## src/rtl/fp_acc3_sched.sv

```systemverilog
// rtl/fp_acc3_sched.sv - FP vector reduction scheduler around a 3-operand FP adder; ACC_CNT_EN adds the out_cnt element counter

// Three-operand FP adder with one register stage. The sum is aligned to the
// largest exponent. Rounding is by truncation. Denormals flush to zero and
// overflow saturates to infinity. The output register loads the sum when
// i_sync is high and clears to +0.0 otherwise.
module fp_adder3 #(
    parameter int EXPONENT = 8,
    parameter int MANTISSA = 23
) (
    input  logic                       clk,
    input  logic                       i_sync,
    input  logic [EXPONENT+MANTISSA:0] i_a1,
    input  logic [EXPONENT+MANTISSA:0] i_a2,
    input  logic [EXPONENT+MANTISSA:0] i_a3,
    output logic [EXPONENT+MANTISSA:0] o_sum
);
    localparam int W  = EXPONENT + MANTISSA + 1;
    localparam int G  = 3;                 // guard bits kept below the mantissa while aligning
    localparam int MW = MANTISSA + 1 + G;  // hidden bit + mantissa + guard
    localparam int SW = MW + 3;            // headroom for a 3-way sum plus sign

    logic [W-1:0]        w_op [3];
    logic [EXPONENT-1:0] w_emax;
    logic [MW-1:0]       w_al;
    logic [SW-1:0]       w_total;
    logic [SW-1:0]       w_mag;
    logic [SW-1:0]       w_norm;
    logic                w_neg;
    int                  w_p;
    int                  w_exp;
    logic [MANTISSA-1:0] w_frac;
    logic [W-1:0]        w_res;
    logic [W-1:0]        r_sum;

    assign w_op[0] = i_a1;
    assign w_op[1] = i_a2;
    assign w_op[2] = i_a3;

    // Align to the largest exponent, add as signed integers, then renormalise
    always_comb begin
        w_emax = '0;
        for (int k = 0; k < 3; k++) begin
            if (w_op[k][W-2:MANTISSA] > w_emax) w_emax = w_op[k][W-2:MANTISSA];
        end
        w_total = '0;
        w_al    = '0;
        for (int k = 0; k < 3; k++) begin
            w_al = (w_op[k][W-2:MANTISSA] == '0) ? '0 : {1'b1, w_op[k][MANTISSA-1:0], {G{1'b0}}};
            w_al = w_al >> (w_emax - w_op[k][W-2:MANTISSA]);
            if (w_op[k][W-1]) w_total = w_total - {3'b000, w_al};
            else              w_total = w_total + {3'b000, w_al};
        end
        w_neg = w_total[SW-1];
        w_mag = w_neg ? (~w_total + SW'(1)) : w_total;
        w_p   = 0;
        for (int i = 0; i < SW; i++) begin
            if (w_mag[i]) w_p = i;
        end
        w_norm = w_mag << (SW - 1 - w_p);
        w_frac = MANTISSA'(w_norm >> (SW - 1 - MANTISSA));
        w_exp  = int'(w_emax) + w_p - (MANTISSA + G);
        if (w_mag == '0 || w_exp <= 0)
            w_res = '0;
        else if (w_exp >= (1 << EXPONENT) - 1)
            w_res = {w_neg, {EXPONENT{1'b1}}, {MANTISSA{1'b0}}};
        else
            w_res = {w_neg, EXPONENT'(w_exp), w_frac};
    end

    // Single pipeline stage, cleared whenever no pass is issued
    always_ff @(posedge clk) begin
        r_sum <= i_sync ? w_res : '0;
    end

    assign o_sum = r_sum;
endmodule

module fp_acc3_sched #(
    parameter int EXPONENT = 8,
    parameter int MANTISSA = 23
`ifdef ACC_CNT_EN
    ,
    parameter int CNT_W    = 16
`endif
) (
    input  logic                       clk,
    input  logic                       rst,
    input  logic                       in_valid,
    output logic                       in_ready,
    input  logic [EXPONENT+MANTISSA:0] in_data,
    input  logic                       in_last,
    output logic                       out_valid,
    input  logic                       out_ready,
    output logic [EXPONENT+MANTISSA:0] out_data
`ifdef ACC_CNT_EN
    ,
    output logic [CNT_W-1:0]           out_cnt
`endif
);
    localparam int W = EXPONENT + MANTISSA + 1;

    localparam logic [1:0] S_COLLECT = 2'd0;
    localparam logic [1:0] S_ISSUE   = 2'd1;
    localparam logic [1:0] S_CAPTURE = 2'd2;
    localparam logic [1:0] S_OUTPUT  = 2'd3;

    logic [1:0]   r_state;
    logic [1:0]   r_cnt;
    logic [W-1:0] r_op0;
    logic [W-1:0] r_op1;
    logic [W-1:0] r_acc;
    logic         r_last_f;
    logic         r_out_valid;
    logic [W-1:0] r_out_data;
    logic         w_in_fire;
    logic         w_sync;
    logic [W-1:0] w_a2;
    logic [W-1:0] w_sum;

    assign in_ready  = !rst && (r_state == S_COLLECT);
    assign w_in_fire = in_valid && in_ready;
    assign w_sync    = (r_state == S_ISSUE);
    // An odd tail issues a single element; the second slot adds +0.0
    assign w_a2      = (r_cnt == 2'd2) ? r_op1 : '0;
    assign out_valid = r_out_valid;
    assign out_data  = r_out_data;

    fp_adder3 #(
        .EXPONENT (EXPONENT),
        .MANTISSA (MANTISSA)
    ) u_adder (
        .clk    (clk),
        .i_sync (w_sync),
        .i_a1   (r_op0),
        .i_a2   (w_a2),
        .i_a3   (r_acc),
        .o_sum  (w_sum)
    );

    // Collect a pair, issue it with the running sum, capture, and emit at vector end
    always_ff @(posedge clk) begin
        if (rst) begin
            r_state     <= S_COLLECT;
            r_cnt       <= 2'd0;
            r_op0       <= '0;
            r_op1       <= '0;
            r_acc       <= '0;
            r_last_f    <= 1'b0;
            r_out_valid <= 1'b0;
            r_out_data  <= '0;
        end else begin
            case (r_state)
                S_COLLECT: begin
                    if (w_in_fire) begin
                        if (r_cnt == 2'd0) r_op0 <= in_data;
                        else               r_op1 <= in_data;
                        r_cnt    <= r_cnt + 2'd1;
                        r_last_f <= in_last;
                        if (r_cnt == 2'd1 || in_last) r_state <= S_ISSUE;
                    end
                end
                S_ISSUE: begin
                    r_state <= S_CAPTURE;
                end
                S_CAPTURE: begin
                    r_acc <= w_sum;
                    r_cnt <= 2'd0;
                    if (r_last_f) begin
                        r_out_data  <= w_sum;
                        r_out_valid <= 1'b1;
                        r_state     <= S_OUTPUT;
                    end else begin
                        r_state <= S_COLLECT;
                    end
                end
                default: begin
                    if (out_ready) begin
                        r_out_valid <= 1'b0;
                        r_acc       <= '0;
                        r_last_f    <= 1'b0;
                        r_state     <= S_COLLECT;
                    end
                end
            endcase
        end
    end

`ifdef ACC_CNT_EN
    logic [CNT_W-1:0] r_elem_cnt;
    logic [CNT_W-1:0] r_out_cnt;

    // Saturating element count, published alongside the vector sum
    always_ff @(posedge clk) begin
        if (rst) begin
            r_elem_cnt <= '0;
            r_out_cnt  <= '0;
        end else begin
            if (w_in_fire && r_elem_cnt != '1) r_elem_cnt <= r_elem_cnt + CNT_W'(1);
            if (r_state == S_CAPTURE && r_last_f) r_out_cnt <= r_elem_cnt;
            if (r_state == S_OUTPUT && out_ready) begin
                r_elem_cnt <= '0;
                r_out_cnt  <= '0;
            end
        end
    end

    assign out_cnt = r_out_cnt;
`endif
endmodule

```

## config.mk

```make
export PLATFORM = sky130hd
export DESIGN_NAME = fp_acc3_sched
export DESIGN_NICKNAME = d
export VERILOG_FILES = /design/src/rtl/fp_acc3_sched.sv
export SDC_FILE = /design/constraint.sdc
export NUM_CORES = 1
export LEC_CHECK = 0
export ABC_AREA = 1
export CORE_ASPECT_RATIO = 1.5
export CORE_UTILIZATION = 64
export DETAILED_ROUTE_END_ITERATION = 10
export GPL_TIMING_DRIVEN = 0
export PLACE_DENSITY = 0.83
export REMOVE_ABC_BUFFERS = 1
export SLEW_MARGIN = 15
export SYNTH_ARGS = -nofsm -noshare
export SYNTH_HDL_FRONTEND = slang
export SYNTH_HIERARCHICAL = 1
export SYNTH_SLANG_ARGS = --single-unit
```

## constraint.sdc

```tcl
create_clock -name clk -period 16.3 [get_ports clk]
set_input_delay 3.26 -clock clk [delete_from_list [all_inputs] [get_ports clk]]
set_output_delay 3.26 -clock clk [all_outputs]
set_load 0.005 [all_outputs]
```

Yosys cells after proc, flatten, opt, wreduce, memory -nomap -nowiden --
Cells that the tools add are included.
Word-level totals: input bits 37, logic and storage cells 126, output and inout bits 34, register bits 166
Cells by class: muxes and demuxes 55, equal/unequal tests 7, shift operators 4, add/sub/neg operators 13, magnitude comparators 5, reduce and logical (&&, ||, !) cells 27, bitwise gates (word level) 5
Operators with widths (count):
- $mux W30 | 4
- $mux W27 | 3
- $shr A27 B8 Y27 | 3
- $mux W5 | 14
- $mux W32 | 2
- $pmux W32 S2 | 1
- $add A30 B27 Y30 | 2
- $sub A30 B27 Y30 | 2
- $ge A32 B9 Y1 const B | 1
- $le A32 B1 Y1 const B | 1
- $mux W4 | 8
- $shl A30 B32 Y29 | 1
- $sub A32 B6 Y32 const B | 1
- $mux W31 | 1
- $add A30 B1 Y30 const B | 1
- $logic_not A30 Y1 | 1
- $not A30 Y30 | 1
- $sub A1 B27 Y28 const A | 1
- $logic_not A8 Y1 | 3
- $mux W8 | 3
- $sub A8 B8 Y8 | 3
- $gt A8 B8 Y1 | 2
- $reduce_and A3 Y1 | 5
- $mux W2 | 7
- 23 further kinds | 45

Logic depth before layout (Yosys ltp) --
depth in word-level cells 51, gate-level depth with buffers 142

Cells and area by module --
Netlist, hierarchy kept.
By module, submodules not included:
- fp_adder3 | seq. area each 640.6 µm², area an instance 14356.3 µm², cells an instance 2616, instances 1
- fp_acc3_sched | seq. area each 2682.6 µm², area an instance 5129.9 µm², cells an instance 689, instances 1

Worst setup path before layout --
No wires, ideal clock.
path kind register to register, start point reg r_cnt[0], end point reg u_adder.r_sum[13] (netlist: u_adder/o_sum[13]), path buffers 8, library setup time 0.109 ns, period minus slack after synthesis 14.497 ns, data arrival time 14.388 ns, slack 1.803 ns, stages on the path, launching flop included 116, path through dfxtp_1 -> inv_1 -> ha_1 -> clkbuf_1 -> nand2_1 -> inv_1 -> ha_1 -> a21o_1 -> nor2_1 -> nand2_2 -> nand2_2 -> clkbuf_1 -> o21ai_0 -> ha_1 -> nand2_1 -> inv_2 -> o21ai_1 -> nand2_1 -> (+80 left out) -> nor2_1 -> inv_1 -> nand2_1 -> a21oi_1 -> nor2_1 -> nor2_1 -> xnor2_1 -> inv_1 -> nor4_1 -> and3_1 -> o21ai_1 -> nand4_1 -> inv_1 -> nand2_1 -> clkbuf_1 -> o21ai_1 -> nand2_1 -> inv_1
Between the ends: word-level cells in the longest chain between the ends 51, elaborated cells between the ends (all ways) 63
RTL lines:
- start, declared | RTL line 109 | logic [1:0] r_cnt;
- start signal, assigned | RTL line 158 | r_cnt <= r_cnt + 2'd1;
- $eq A2 B2 Y1 (*) | RTL line 125 | assign w_a2 = (r_cnt == 2'd2) ? r_op1 : '0;
- $mux W32 (*) | RTL line 125
- via w_a2[30] | RTL line 118 | logic [W-1:0] w_a2;
- $gt A8 B8 Y1 | RTL line 44 | if (w_op[k][W-2:MANTISSA] > w_emax) w_emax = w_op[k][W-2:MANTISSA];
- $mux W8 | RTL line 44
- $gt A8 B8 Y1 | RTL line 44
- $mux W8 | RTL line 44
- $sub A8 B8 Y8 | RTL line 50 | w_al = w_al >> (w_emax - w_op[k][W-2:MANTISSA]);
- (+13 left out)
- $mux W3 (4 in a row) | RTL line 58 | if (w_mag[i]) w_p = i;
- $mux W4 (8 in a row) | RTL line 58
- $mux W5 (14 in a row) | RTL line 58
- $add A8 B5 Y9 | RTL line 62 | w_exp = int'(w_emax) + w_p - (MANTISSA + G);
- $sub A32 B6 Y32 | RTL line 62
- $le A32 B1 Y1 | RTL line 63 | if (w_mag == '0 || w_exp <= 0)
- $logic_or A1 B1 Y1 | RTL line 63
- $reduce_or A3 Y1 (no line)
- end signal, assigned | RTL line 73 | r_sum <= i_sync ? w_res : '0;
- end, declared | RTL line 34 | logic [W-1:0] r_sum;
Mark *: on every way through the listed nets, which the timed path passes. The rest lies on a longest branch. A chain may end at the register's enable or synchronous reset.

Worst setup path after layout --
start point reg r_cnt[0], end point reg u_adder.r_sum[9] (netlist: u_adder/o_sum[9])
Same word-level chain as after synthesis.

==> impl_metrics.env <==
export IMPL_via_per_inst=6.29
export IMPL_wl_um=70100
export IMPL_max_freq_ghz=0.0624
export IMPL_cts_max_level=4
export IMPL_critPathTopFamily="simple AND/OR/NAND/NOR gates"
export IMPL_cts_sinks=166
export IMPL_drc=0
export IMPL_clock_path_buffers=2
export IMPL_grt_total_usage=0.427
export IMPL_critPathKind="register to register"
export IMPL_drt_iter0_markers=2423
export IMPL_dp_hpwl_um=48900
export IMPL_holdCritPathClass="register to register"
export IMPL_initial_utilization=0.657
export IMPL_gp_congestion=1.00
export IMPL_seq_area_frac_synth=0.171
export IMPL_holdCritStartpoint="u_adder/o_sum[3]$_SDFF_PP0_"
export IMPL_crit_start="r_cnt[0]$_SDFFE_PP0P_"
export IMPL_drv_slew=0
export IMPL_num_rows=77
export IMPL_cts_buffers_inserted=17
export IMPL_skew_ns=0.0209
export IMPL_synth_edf_count=0
export IMPL_ctsHoldBuffers=0
export IMPL_postPlaceCellArea_mm2=0.0201
export IMPL_relSlewSlack=0.235
export IMPL_cap_violations=0
export IMPL_dieArea_mm2=0.0312
export IMPL_synthToLayoutAreaGrowth_pct=13.4
export IMPL_numPortBuffers=70
export IMPL_root_buffer="clkbuf_16"
export IMPL_clk_latency_ns=0.47
export IMPL_cp_start_kind="register"
export IMPL_tns_ns=0
export IMPL_fin_area_mm2=0.0221
export IMPL_die_height_um=216
export IMPL_io_pin_count=71
export IMPL_finalCritPeriodShare=0.983
export IMPL_antenna_left=0
export IMPL_nNetsFinal=3470
export IMPL_cpPeakStageDelay_ns=0.84
export IMPL_cp_max_fo=13
export IMPL_worstSetupEndpointType="register"
export IMPL_tightestPinTransition_ns=1.15
export IMPL_first_pass_iters=9
export IMPL_avgSynthCellArea_um2=5.90
export IMPL_synth_ff_type="dfxtp_1"
export IMPL_vias=23400
export IMPL_grt_max_degree=70
export IMPL_layout_setup_ws_ns=0.275
export IMPL_layout_drive_gt1_share=0.107
export IMPL_reg2reg_from="r_cnt[0]$_SDFFE_PP0P_"
export IMPL_ys_ff_latch=166
export IMPL_cp_arrival_ns=16.34
export IMPL_worst_path_buf_inv=16
export IMPL_rsz0062_at_grt="true"
export IMPL_pre_cts_ws_ns=-3.06
export IMPL_overflow=0
export IMPL_slowest_stage="xor2_1"
export IMPL_async_flop_share=0
export IMPL_tritoncts="yes"
export IMPL_period_minus_slack_ns=16.02
export IMPL_grt_pass1_vias=21200
export IMPL_cp_common_cell="nand2_1"
export IMPL_antenna_cells=0
export IMPL_grt_pass1_wl_um=105000
export IMPL_wl_per_cell_um=18.9
export IMPL_synthCells=3305
export IMPL_clkTransAtPathRegs_ns=0.08
export IMPL_core_area_mm2=0.0297
export IMPL_required_ns=16.62
export IMPL_yosys_warnings=6
export IMPL_die_w_um=144
export IMPL_run_status="finished clean"
export IMPL_syn_area_mm2=0.0195
export IMPL_setup_violations=0
export IMPL_finalHoldViolCount=0
export IMPL_synth_cell_types=55
export IMPL_antenna_found_initial=4
[worst min-delay path: stages, from the launching register on]
cell	delay, ns
dfxtp_1	0.31
nand2_1	0.06
a21oi_1	0.05
[what timing repair did]
item                       in CTS  in global routing
setup buffers                   6                 45
gates cloned                    5                 11
resized for setup              50                167
hold endpoints to repair        0                  0
setup endpoints to repair      32                 32
pin swaps                       7                 39
[through the flow]
step	hold slack [ns]	instances	util
final	0.465	3712	0.745
after global routing	0.473	3712	0.745
after CTS	0.463	3656	0.705
after detailed placement	0.450	3613	0.676
after global placement	0.446	3603	0.669
after floorplan	0.432	3138	-
[layout by cell type (no fill, tap or decap), types with 7 or more instances in the layout]
cell type and count:
clkdlybuf4s50_1 69, a31oi_1 8, buf_4 46, nand2_4 12, inv_2 28, a21o_1 8
ha_4 7, nand3_1 570, nor2_1 288, o21ai_4 9, o21ai_1 69, nor3_2 7
nor3_1 55, a21oi_2 9, ha_1 110, inv_1 271, xor2_1 111, buf_6 7
clkinvlp_4 7, nand2_1 792, o21ai_2 14, a21oi_1 177, nand3_2 47, nor4_1 7
o21bai_1 9, nand4_1 105, o21ai_0 70, nand2_2 26, nor2_2 17, clkbuf_16 17
xnor2_1 43, dfxtp_1 165, nor2_4 16
[per-layer routing]
metal,part of all wire,up-vias,GRT usage
li1,-,11000,-
met1,0.34,10500,0.443
met2,0.47,1371,0.724
met3,0.078,457,0.0814
met4,0.11,8,0.373
met5,0.00079,-,0
[cell type report]
cell class | instances | area, um^2
clock buffer | 18 | 429
clock inverter | 14 | 156
fill | 2444 | 7570
inverter | 313 | 1230
multi-input combinational | 2671 | 15200
sequential | 166 | 3320
tap | 395 | 494
timing repair buffer | 131 | 1260
timing repair inverter | 4 | 23.8
[sequential cells by signal, summed over array words and instances (netlist names)]
name	flops
out_data	32
r_acc	32
r_op0	32
r_op1	32
u_adder/o_sum	32
r_cnt	2
r_state	2
out_valid	1
r_last_f	1
[Yosys cell counts, types with 3 or more instances]
| library cell | number | area share |
|---|---|---|
| nor4_1 | 7 | 0.0022 |
| nand3_1 | 597 | 0.15 |
| ha_1 | 123 | 0.079 |
| nand2_1 | 806 | 0.16 |
| clkinv_1 | 7 | 0.0013 |
| nor3_2 | 3 | 0.0015 |
| xnor2_1 | 47 | 0.021 |
| nor3b_1 | 4 | 0.0015 |
| o31ai_1 | 5 | 0.0019 |
| a31oi_1 | 9 | 0.0029 |
| buf_1 | 21 | 0.0040 |
| inv_2 | 21 | 0.0040 |
| nand4_1 | 105 | 0.034 |
| clkbuf_1 | 80 | 0.015 |
| nor2_1 | 307 | 0.059 |
| o211ai_1 | 6 | 0.0023 |
| buf_4 | 8 | 0.0031 |
| or2_2 | 6 | 0.0019 |
| nand3_2 | 23 | 0.012 |
| buf_6 | 14 | 0.0081 |
| buf_2 | 43 | 0.011 |
| o21ai_0 | 91 | 0.023 |
| nor2_2 | 5 | 0.0016 |
| nand3b_1 | 6 | 0.0023 |
| xor2_1 | 119 | 0.053 |
| dfxtp_1 | 166 | 0.17 |
| nand2_2 | 21 | 0.0067 |
| inv_1 | 283 | 0.055 |
| o21bai_1 | 9 | 0.0035 |
| nor2_4 | 3 | 0.0017 |
| fa_1 | 6 | 0.0062 |
| o21ai_2 | 3 | 0.0013 |
| nand2_4 | 5 | 0.0029 |
| o21ai_1 | 68 | 0.017 |
| a21oi_1 | 185 | 0.048 |
| nor3_1 | 61 | 0.016 |
| a21o_1 | 8 | 0.0031 |
[kinds of logic after synthesis]
family | synth area share
flops | 0.171
compound gates | 0.107
buf+inv | 0.103
xor+xnor | 0.0763
simple gates | 0.458
fa+ha+maj | 0.0851
[final timing paths]
check | end | slack [ns] | depth (start not counted)
max reg2reg | u_adder/o_sum[9]$_SDFF_PP0_ | 0.28 | 120
min reg2reg | r_acc[3]$_SDFFE_PP0P_ | 0.46 | 2
min | r_acc[3]$_SDFFE_PP0P_ | 0.46 | 2
max | u_adder/o_sum[9]$_SDFF_PP0_ | 0.28 | 120
Power is not shown: default switching activity piles up to over one toggle a cycle in this logic, so the estimate is an artifact.
